**src/rtl/azadi_boot_uart_tx.sv**
```systemverilog
// azadi_boot_uart_tx: 8N1 UART transmitter fed from a small byte FIFO.
// The bit period comes from clk_per_bits and is latched at each frame start.
// Optional feature: define UART_TX_PARITY_EN to append an even-parity bit
// after the data bits, which makes each frame 11 bit periods long.

module azadi_boot_uart_tx #(
    parameter int unsigned FIFO_DEPTH = 8
) (
    input  logic                          wb_clk_i,
    input  logic                          wb_rst_i,
    input  logic [15:0]                   clk_per_bits,
    input  logic [7:0]                    tx_data_i,
    input  logic                          tx_valid_i,
    output logic                          tx_ready_o,
    output logic                          tx_o,
    output logic                          tx_en_o,
    output logic                          busy_o,
    output logic [$clog2(FIFO_DEPTH):0]   fifo_level_o
);

    localparam int unsigned AW = $clog2(FIFO_DEPTH);
    localparam logic [AW:0] PTR_ONE = 1;

    typedef enum logic [2:0] {
        S_IDLE,
        S_START,
        S_DATA,
`ifdef UART_TX_PARITY_EN
        S_PARITY,
`endif
        S_STOP
    } state_e;

    // FIFO storage and pointers (one extra MSB separates full from empty)
    logic [7:0]  mem_q [FIFO_DEPTH];
    logic [AW:0] wr_ptr_q, wr_ptr_d;
    logic [AW:0] rd_ptr_q, rd_ptr_d;
    logic        fifo_empty;
    logic        fifo_full;
    logic        push;
    logic        pop;
    logic        start_frame;
    logic        can_start;

    // Transmit engine state
    state_e      state_q, state_d;
    logic [15:0] timer_q, timer_d;
    logic [15:0] period_q, period_d;
    logic [7:0]  shift_q, shift_d;
    logic [2:0]  bit_cnt_q, bit_cnt_d;
`ifdef UART_TX_PARITY_EN
    logic        parity_q, parity_d;
`endif

    // Registered outputs
    logic        tx_o_q, tx_o_d;
    logic        tx_en_q, tx_en_d;
    logic        busy_q, busy_d;

    assign fifo_empty   = (wr_ptr_q == rd_ptr_q);
    assign fifo_full    = (wr_ptr_q[AW] != rd_ptr_q[AW]) &&
                          (wr_ptr_q[AW-1:0] == rd_ptr_q[AW-1:0]);
    // Readiness ignores a same-cycle pop, so a full FIFO never takes a byte.
    assign tx_ready_o   = !fifo_full && !wb_rst_i;
    assign push         = tx_valid_i && tx_ready_o;
    assign fifo_level_o = wr_ptr_q - rd_ptr_q;
    // A zero period parks the engine in IDLE while the FIFO keeps filling.
    assign can_start    = !fifo_empty && (clk_per_bits != 16'd0);

    assign tx_o    = tx_o_q;
    assign tx_en_o = tx_en_q;
    assign busy_o  = busy_q;

    // Write the incoming byte into the slot addressed by the write pointer
    // NOTE: the storage array has no reset; emptiness is tracked by the pointers alone.
    always_ff @(posedge wb_clk_i) begin
        if (push) begin
            mem_q[wr_ptr_q[AW-1:0]] <= tx_data_i;
        end
    end

    // Next-state logic for the FIFO pointers, bit timer, shifter and line outputs
    always_comb begin
        // NOTE: every signal gets a default first so no path leaves it unassigned (no latches).
        state_d     = state_q;
        timer_d     = timer_q;
        period_d    = period_q;
        shift_d     = shift_q;
        bit_cnt_d   = bit_cnt_q;
`ifdef UART_TX_PARITY_EN
        parity_d    = parity_q;
`endif
        start_frame = 1'b0;

        unique case (state_q)
            S_IDLE: begin
                if (can_start) begin
                    start_frame = 1'b1;
                end
            end
            S_START: begin
                if (timer_q == 16'd0) begin
                    state_d   = S_DATA;
                    timer_d   = period_q - 16'd1;
                    bit_cnt_d = 3'd0;
                end else begin
                    timer_d = timer_q - 16'd1;
                end
            end
            S_DATA: begin
                if (timer_q == 16'd0) begin
                    timer_d = period_q - 16'd1;
                    shift_d = {1'b0, shift_q[7:1]};
                    if (bit_cnt_q == 3'd7) begin
`ifdef UART_TX_PARITY_EN
                        state_d = S_PARITY;
`else
                        state_d = S_STOP;
`endif
                    end else begin
                        bit_cnt_d = bit_cnt_q + 3'd1;
                    end
                end else begin
                    timer_d = timer_q - 16'd1;
                end
            end
`ifdef UART_TX_PARITY_EN
            S_PARITY: begin
                if (timer_q == 16'd0) begin
                    state_d = S_STOP;
                    timer_d = period_q - 16'd1;
                end else begin
                    timer_d = timer_q - 16'd1;
                end
            end
`endif
            S_STOP: begin
                if (timer_q == 16'd0) begin
                    if (can_start) begin
                        start_frame = 1'b1;
                    end else begin
                        state_d = S_IDLE;
                    end
                end else begin
                    timer_d = timer_q - 16'd1;
                end
            end
            default: state_d = S_IDLE;
        endcase

        // Frame start: pop the head byte and latch the period for the whole frame
        if (start_frame) begin
            state_d  = S_START;
            shift_d  = mem_q[rd_ptr_q[AW-1:0]];
            period_d = clk_per_bits;
            timer_d  = clk_per_bits - 16'd1;
`ifdef UART_TX_PARITY_EN
            parity_d = ^mem_q[rd_ptr_q[AW-1:0]];
`endif
        end

        pop      = start_frame;
        wr_ptr_d = push ? (wr_ptr_q + PTR_ONE) : wr_ptr_q;
        rd_ptr_d = pop  ? (rd_ptr_q + PTR_ONE) : rd_ptr_q;

        // The line follows the current state one cycle later
        unique case (state_q)
            S_START:  tx_o_d = 1'b0;
            S_DATA:   tx_o_d = shift_q[0];
`ifdef UART_TX_PARITY_EN
            S_PARITY: tx_o_d = parity_q;
`endif
            default:  tx_o_d = 1'b1;
        endcase
        tx_en_d = (state_q != S_IDLE);
        busy_d  = (state_q != S_IDLE) || !fifo_empty;
    end

    // State register; reset aborts any frame and flushes the FIFO
    // NOTE: clocked state uses non-blocking assignments so all flops update together.
    always_ff @(posedge wb_clk_i) begin
        if (wb_rst_i) begin
            state_q   <= S_IDLE;
            wr_ptr_q  <= '0;
            rd_ptr_q  <= '0;
            timer_q   <= 16'd0;
            period_q  <= 16'd0;
            shift_q   <= 8'd0;
            bit_cnt_q <= 3'd0;
`ifdef UART_TX_PARITY_EN
            parity_q  <= 1'b0;
`endif
            tx_o_q    <= 1'b1;
            tx_en_q   <= 1'b0;
            busy_q    <= 1'b0;
        end else begin
            state_q   <= state_d;
            wr_ptr_q  <= wr_ptr_d;
            rd_ptr_q  <= rd_ptr_d;
            timer_q   <= timer_d;
            period_q  <= period_d;
            shift_q   <= shift_d;
            bit_cnt_q <= bit_cnt_d;
`ifdef UART_TX_PARITY_EN
            parity_q  <= parity_d;
`endif
            tx_o_q    <= tx_o_d;
            tx_en_q   <= tx_en_d;
            busy_q    <= busy_d;
        end
    end

endmodule

```
**config.mk**
```make
export PLATFORM = sky130hd
export DESIGN_NAME = azadi_boot_uart_tx
export DESIGN_NICKNAME = d
export VERILOG_FILES = /design/src/rtl/azadi_boot_uart_tx.sv
export SDC_FILE = /design/constraint.sdc
export NUM_CORES = 1
export LEC_CHECK = 0
export CAP_MARGIN = 20
export CORE_ASPECT_RATIO = 1.75
export CORE_MARGIN = 2
export CORE_UTILIZATION = 55
export CTS_CLUSTER_SIZE = 40
export DETAILED_ROUTE_END_ITERATION = 12
export GPL_TIMING_DRIVEN = 0
export PLACE_DENSITY_LB_ADDON = 0.12
export SLEW_MARGIN = 20
export SYNTH_ARGS = -nofsm -noshare
export SYNTH_HDL_FRONTEND = slang
export SYNTH_SLANG_ARGS = --single-unit
```
**constraint.sdc**
```tcl
create_clock -name wb_clk_i -period 3.46 [get_ports wb_clk_i]
set_input_delay 1.038 -clock wb_clk_i [delete_from_list [all_inputs] [get_ports wb_clk_i]]
set_output_delay 1.038 -clock wb_clk_i [all_outputs]
set_load 0.02 [all_outputs]
```
; ---- Word level (Yosys, flattened, before mapping)
; Memories as Yosys holds them, arrays and structs flattened. A register that Yosys moved wholly into a read port is not among the register bits.
; Cells that the tools add are included.
[word_totals]
ff_bits = 57
ram_bits = 64
out_inout_bits = 8
word_cells = 89
mem_count = 1
[op_classes]
n_addsub = 7
eq_ne = 20
n_mux = 26
bitwise = 1
n_reduce_logical = 23
[mem_list]
columns = memory, words, word_bits, read_ports, rd_clocked_by_memory_dff, write_ports, line_no
row1 = mem_q, 8, 8, 1, 1, 1, 35  ; logic [7:0] mem_q [FIFO_DEPTH];
[op_table]
columns = operator, count
row1 = 16-bit 2-to-1 mux, 3
row2 = "16-bit by 1-bit subtractor with 16-bit output, second input constant", 3
row3 = 16-bit one-hot mux with 2 select lines, 1
row4 = 3-bit 2-to-1 mux, 10
row5 = 8-bit 2-to-1 mux, 3
row6 = "3-bit != test, second input constant", 6
row7 = 16-bit zero test, 1
row8 = 16-bit nonzero test, 1
row9 = "2-bit != test, second input constant", 7
row10 = 3-bit one-hot mux with 4 select lines, 1
row11 = 6-bit AND reduction, 2
row12 = "4-bit by 1-bit adder with 4-bit output, second input constant", 2
row13 = "3-bit by 2-bit equality test with 1-bit output, second input constant", 2
row14 = 3-bit one-hot mux with 2 select lines, 1
row15 = 2-bit nonzero test, 3
row16 = 3-bit nonzero test, 2
row17 = 1-bit 2-to-1 mux, 5
row18 = 4-bit equality test, 1
row19 = 1-bit logical AND, 4
row20 = 1-bit one-hot mux with 2 select lines, 2
row21 = 2-bit AND reduction, 2
row22 = 4-bit AND reduction, 1
row23 = 2-bit OR reduction, 2
row24 = 4-bit subtractor, 1
row25 = other kinds (9), 11

; ---- Depth between registers and ports, before layout
[depth]
depth_word = 8
depth_mapped = 11

; ---- Worst setup path after synthesis
; Ideal clock, no wire load.
[synth_timing]
path_kind = input -> register
from = in wb_rst_i
to = mem mem_q[0][0], enable pin
setup_ns = 0.383
t_arrival_ns = 2.637
required_ns = 3.077
slack_ns = 0.440
stages = 4
n_path_buf = 1
cell_sequence = clkbuf_1 > a41oi_1 > nand3_1 > nor3_1
[synth_between]
elab_chain_len = 5
[synth_lines]
columns = element, line_no
row1 = "start, declared", 10  ; input logic wb_rst_i,
row2 = 1-bit zero test, 64  ; assign tx_ready_o = !fifo_full && !wb_rst_i;
row3 = 1-bit logical AND, 64
row4 = net tx_ready_o, 14  ; output logic tx_ready_o,
row5 = 1-bit logical AND, 65  ; assign push = tx_valid_i && tx_ready_o;
row6 = 1-bit 2-to-1 mux, 77  ; if (push) begin
row7 = 1-bit 2-to-1 mux (not written as such), 78  ; mem_q[wr_ptr_q[AW-1:0]] <= tx_data_i;
row8 = "end, declared", 35
; The timed path passes the listed nets, and every way through them passes these cells.

; ---- Worst setup path after layout
[layout_timing]
from = reg wr_ptr_q[1]
to = out fifo_level_o[3]
[layout_between]
elab_chain_len = 1
[layout_lines]
columns = element, line_no
row1 = "start, declared", 36  ; logic [AW:0] wr_ptr_q, wr_ptr_d;
row2 = "start signal, assigned", 198  ; wr_ptr_q <= wr_ptr_d;
row3 = 4-bit subtractor, 66  ; assign fifo_level_o = wr_ptr_q - rd_ptr_q;
row4 = "end, declared", 18  ; output logic [$clog2(FIFO_DEPTH):0] fifo_level_o
; Every way passes these cells.

==> out/results.ini <==
[sta]
fin_crit_sh_pct = 96.9
worst_clock_skew_ps = 8.11
slew_violations = 0
max_freq_mhz = 298
setup_viol = 0
rsz0062_at_grt = no
worstMarginPinSlew_ps = 1010
min_period_ps = 3350
tns_ps = 0
holdWs_ps = 476
maxSlewHeadroom_pct = 31.9
final_hold_viol_count = 0

[routing]
drt-total-wl_um = 17400
ant_nets = 0
vias = 5015
wl_per_cell_um = 21.6
vias_per_cell = 6.23
dr.pass1.iters = 5
drt_iter0_markers = 257
post-route-drc-count = 0

[die]
rows = 51
dieWidth_um = 85.0
start_util_pct = 56.6
ios = 35
die_y_um = 146
core_area_sq_um = 11200
dieArea_sq_um = 12400

[synth]
ys_warn_count = 0
syn_inst = 606
ys_seq_elements = 123
seq_area_frac_synth_pct = 49.1
ys_types = 70
syn_nets = 649
ys.flop_type = edfxtp_1
synth.area.top_cells = edfxtp_1 30%, dfxtp_1 19%, mux4_2 5.7%
synth-edff-count = 64
syn-mean-instance-area_sq_um = 10.4
netlist.area_leader.share_pct = 30.4
yosys.area.top_type = edfxtp_1
async_flop_share_pct = 0
synthesis.area_sq_um = 6320
synth_common_cells = 69 x nand2_1, 64 x edfxtp_1, 59 x dfxtp_1, 45 x nor2_1, 40 x a21oi_1
synth.most_common_cell = nand2_1

[final_layout]
finalNonFillerCells = 805
seq_area_sq_um = 3100
fillers = 852
nets = 703
diodes = 0
fin_util_pct = 67.0
syn_to_final_growth_pct = 18.5
multi_input_area_sq_um = 3000
drive_above_1_share_pct = 12.2

[power]
p_per_area_nw_per_um2 = 1000
p_sw_mw = 3.14
power_frac_clock_pct = 25.6
switching_share_pct = 41.9
pwr-share-comb_pct = 47.6
p_int_mw = 4.36
leakagePower_nw = 2.60
seq_power_share_pct = 26.7
ir_drop_v = 0.000599

[clocking]
clkTransAtPathRegs_ps = 60
cts-root-buf = clkbuf_16
cts_buffers = 17
clock_sinks = 123
htreeDepth = 4
clk_path_buf_depth = 2
tritoncts = yes
clkLatencyLatePin_ps = 420

[setup_path]
worstReg2RegStart = timer_q[2]
crit_path_start = wr_ptr_q[1]
timing.rr.end = shift_q[3]
crit_path_start_kind = flop
arrival_ps = 2320
path_cells = ha_1 > a21o_1 > a21oi_1 > xor2_1 > clkdlybuf4s50_1
critPathSlowestCell = clkdlybuf4s50_1
required_ps = 2420
critPathMaxFanout = 7
r2r_cells = 6
crit_type = reg2out
end_kind = primary output
r2r_slack_ps = 530
crit_end = fifo_level_o[3]
cpPeakStageDelay_ps = 620

[place]
hpwl_um = 13200
gp_congestion = 0.959
place_inst = 771
port_buffers = 33

[hold_path]
min-delay-start = shift_q[7]
min_path_type = reg2reg

[global_route]
antenna_found_initial = 0
grt_first_pass_wirelength_um = 27500
grt_remaining_overflow = 0
grt_max_degree = 17
grt_usage_pct = 29.4
grt_pass1_vias = 5279

[flow_run]
maxCapViolCount = 0

[run_status]
status = completed

[worst min-delay path by stage]
stage | to | slack [ps] | cells after the start
after global placement | shift_q[7] | 460 | 2
after CTS | period_q[15] | 480 | 2
final | shift_q[7] | 480 | 2
after floorplan | shift_q[7] | 440 | 2
after detailed placement | period_q[15] | 470 | 2
after global routing | period_q[15] | 500 | 2
[final cells by class]
cell class / instances / share of cell area [%]
plain buffers: 32 / 2.07
clock buffers: 18 / 5.73
clock inverters: 14 / 2.77
inverters: 21 / 1.05
multi-input cells: 430 / 40.1
flip-flops and latches: 123 / 41.5
well taps: 132 / 2.21
repair buffers: 35 / 4.61
[per-stage QoR]
| stage | setup slack, ps | instance area [sq um] | total power, mW |
|---|---|---|---|
| floorplan | 440 | 6320 | 4.48 |
| global placement | -308 | 6810 | 5.48 |
| detailed placement | -321 | 6820 | 5.52 |
| CTS | 61.8 | 7460 | 7.45 |
| global route | 6.56 | 7490 | 7.91 |
| finish | 106 | 7490 | 7.50 |
[state kept, by name (all words and copies together) (netlist names), named ones only]
signal     count
mem_q         64
state_q        2
bit_cnt_q      3
timer_q       16
shift_q        8
period_q      16
wr_ptr_q       4
tx_en_o        1
tx_o           1
rd_ptr_q       4
busy_o         1
[power groups by stage]
stage / sequential (mW) / clock (mW) / combinational, mW
6_report: 2.01 / 1.92 / 3.57
5_1_grt: 2.03 / 2.01 / 3.87
4_1_cts: 2.00 / 1.94 / 3.51
3_5_place_dp: 2.03 / 0 / 3.49
3_3_place_gp: 2.02 / 0 / 3.46
2_1_floorplan: 1.98 / 0 / 2.50
[logic make-up after synthesis]
kind of cell	share of synthesized area, %
AO/OA/AOI/OAI	14.6
XOR/XNOR	4.44
adder cells (fa/ha/maj)	3.29
buffers and inverters	3.66
flip-flops	49.1
multiplexers	6.69
AND/OR/NAND/NOR	18.2
[worst max-delay path, delay by kind of cell, from the launching register on]
kind / cells / cell delay, ps
flip-flops: 1 / 470
XOR/XNOR: 1 / 160
buffers and inverters: 1 / 620
adder cells (fa/ha/maj): 1 / 320
AO/OA/AOI/OAI: 2 / 330
[per-layer routing]
metal / wire [um] / share of wire, % / global-route usage, %
met5: 0 / 0 / 0
met4: 1150 / 6.6 / 20.3
met3: 620 / 3.6 / 5.56
met2: 9740 / 56 / 54.4
met1: 5870 / 34 / 28.0
[placed cells by master, fill, tap and decap left out, types with 8 or more instances in the layout]
cell	netlist	final
ha_1	15	15
nor2_1	45	45
nand3_1	27	27
nor3_1	20	18
clkdlybuf4s50_1	0	33
clkbuf_16	0	17
o21ai_0	15	15
a21oi_1	40	40
nand2_1	69	69
nor2b_1	9	9
clkbuf_1	18	19
inv_1	21	21
xor2_1	18	18
xnor2_1	14	14
mux4_2	16	16
a311oi_1	8	8
dfxtp_1	59	58
edfxtp_1	64	64
nor4_1	11	11
a211oi_1	15	15
[timing repair]
action,in CTS,in global routing
hold buffers,0,0
hold endpoints to repair,0,0
setup buffers,0,2
endpoints found under the setup margin,0,30
gates resized for setup,0,3
Power figures use the tool's default switching activity.
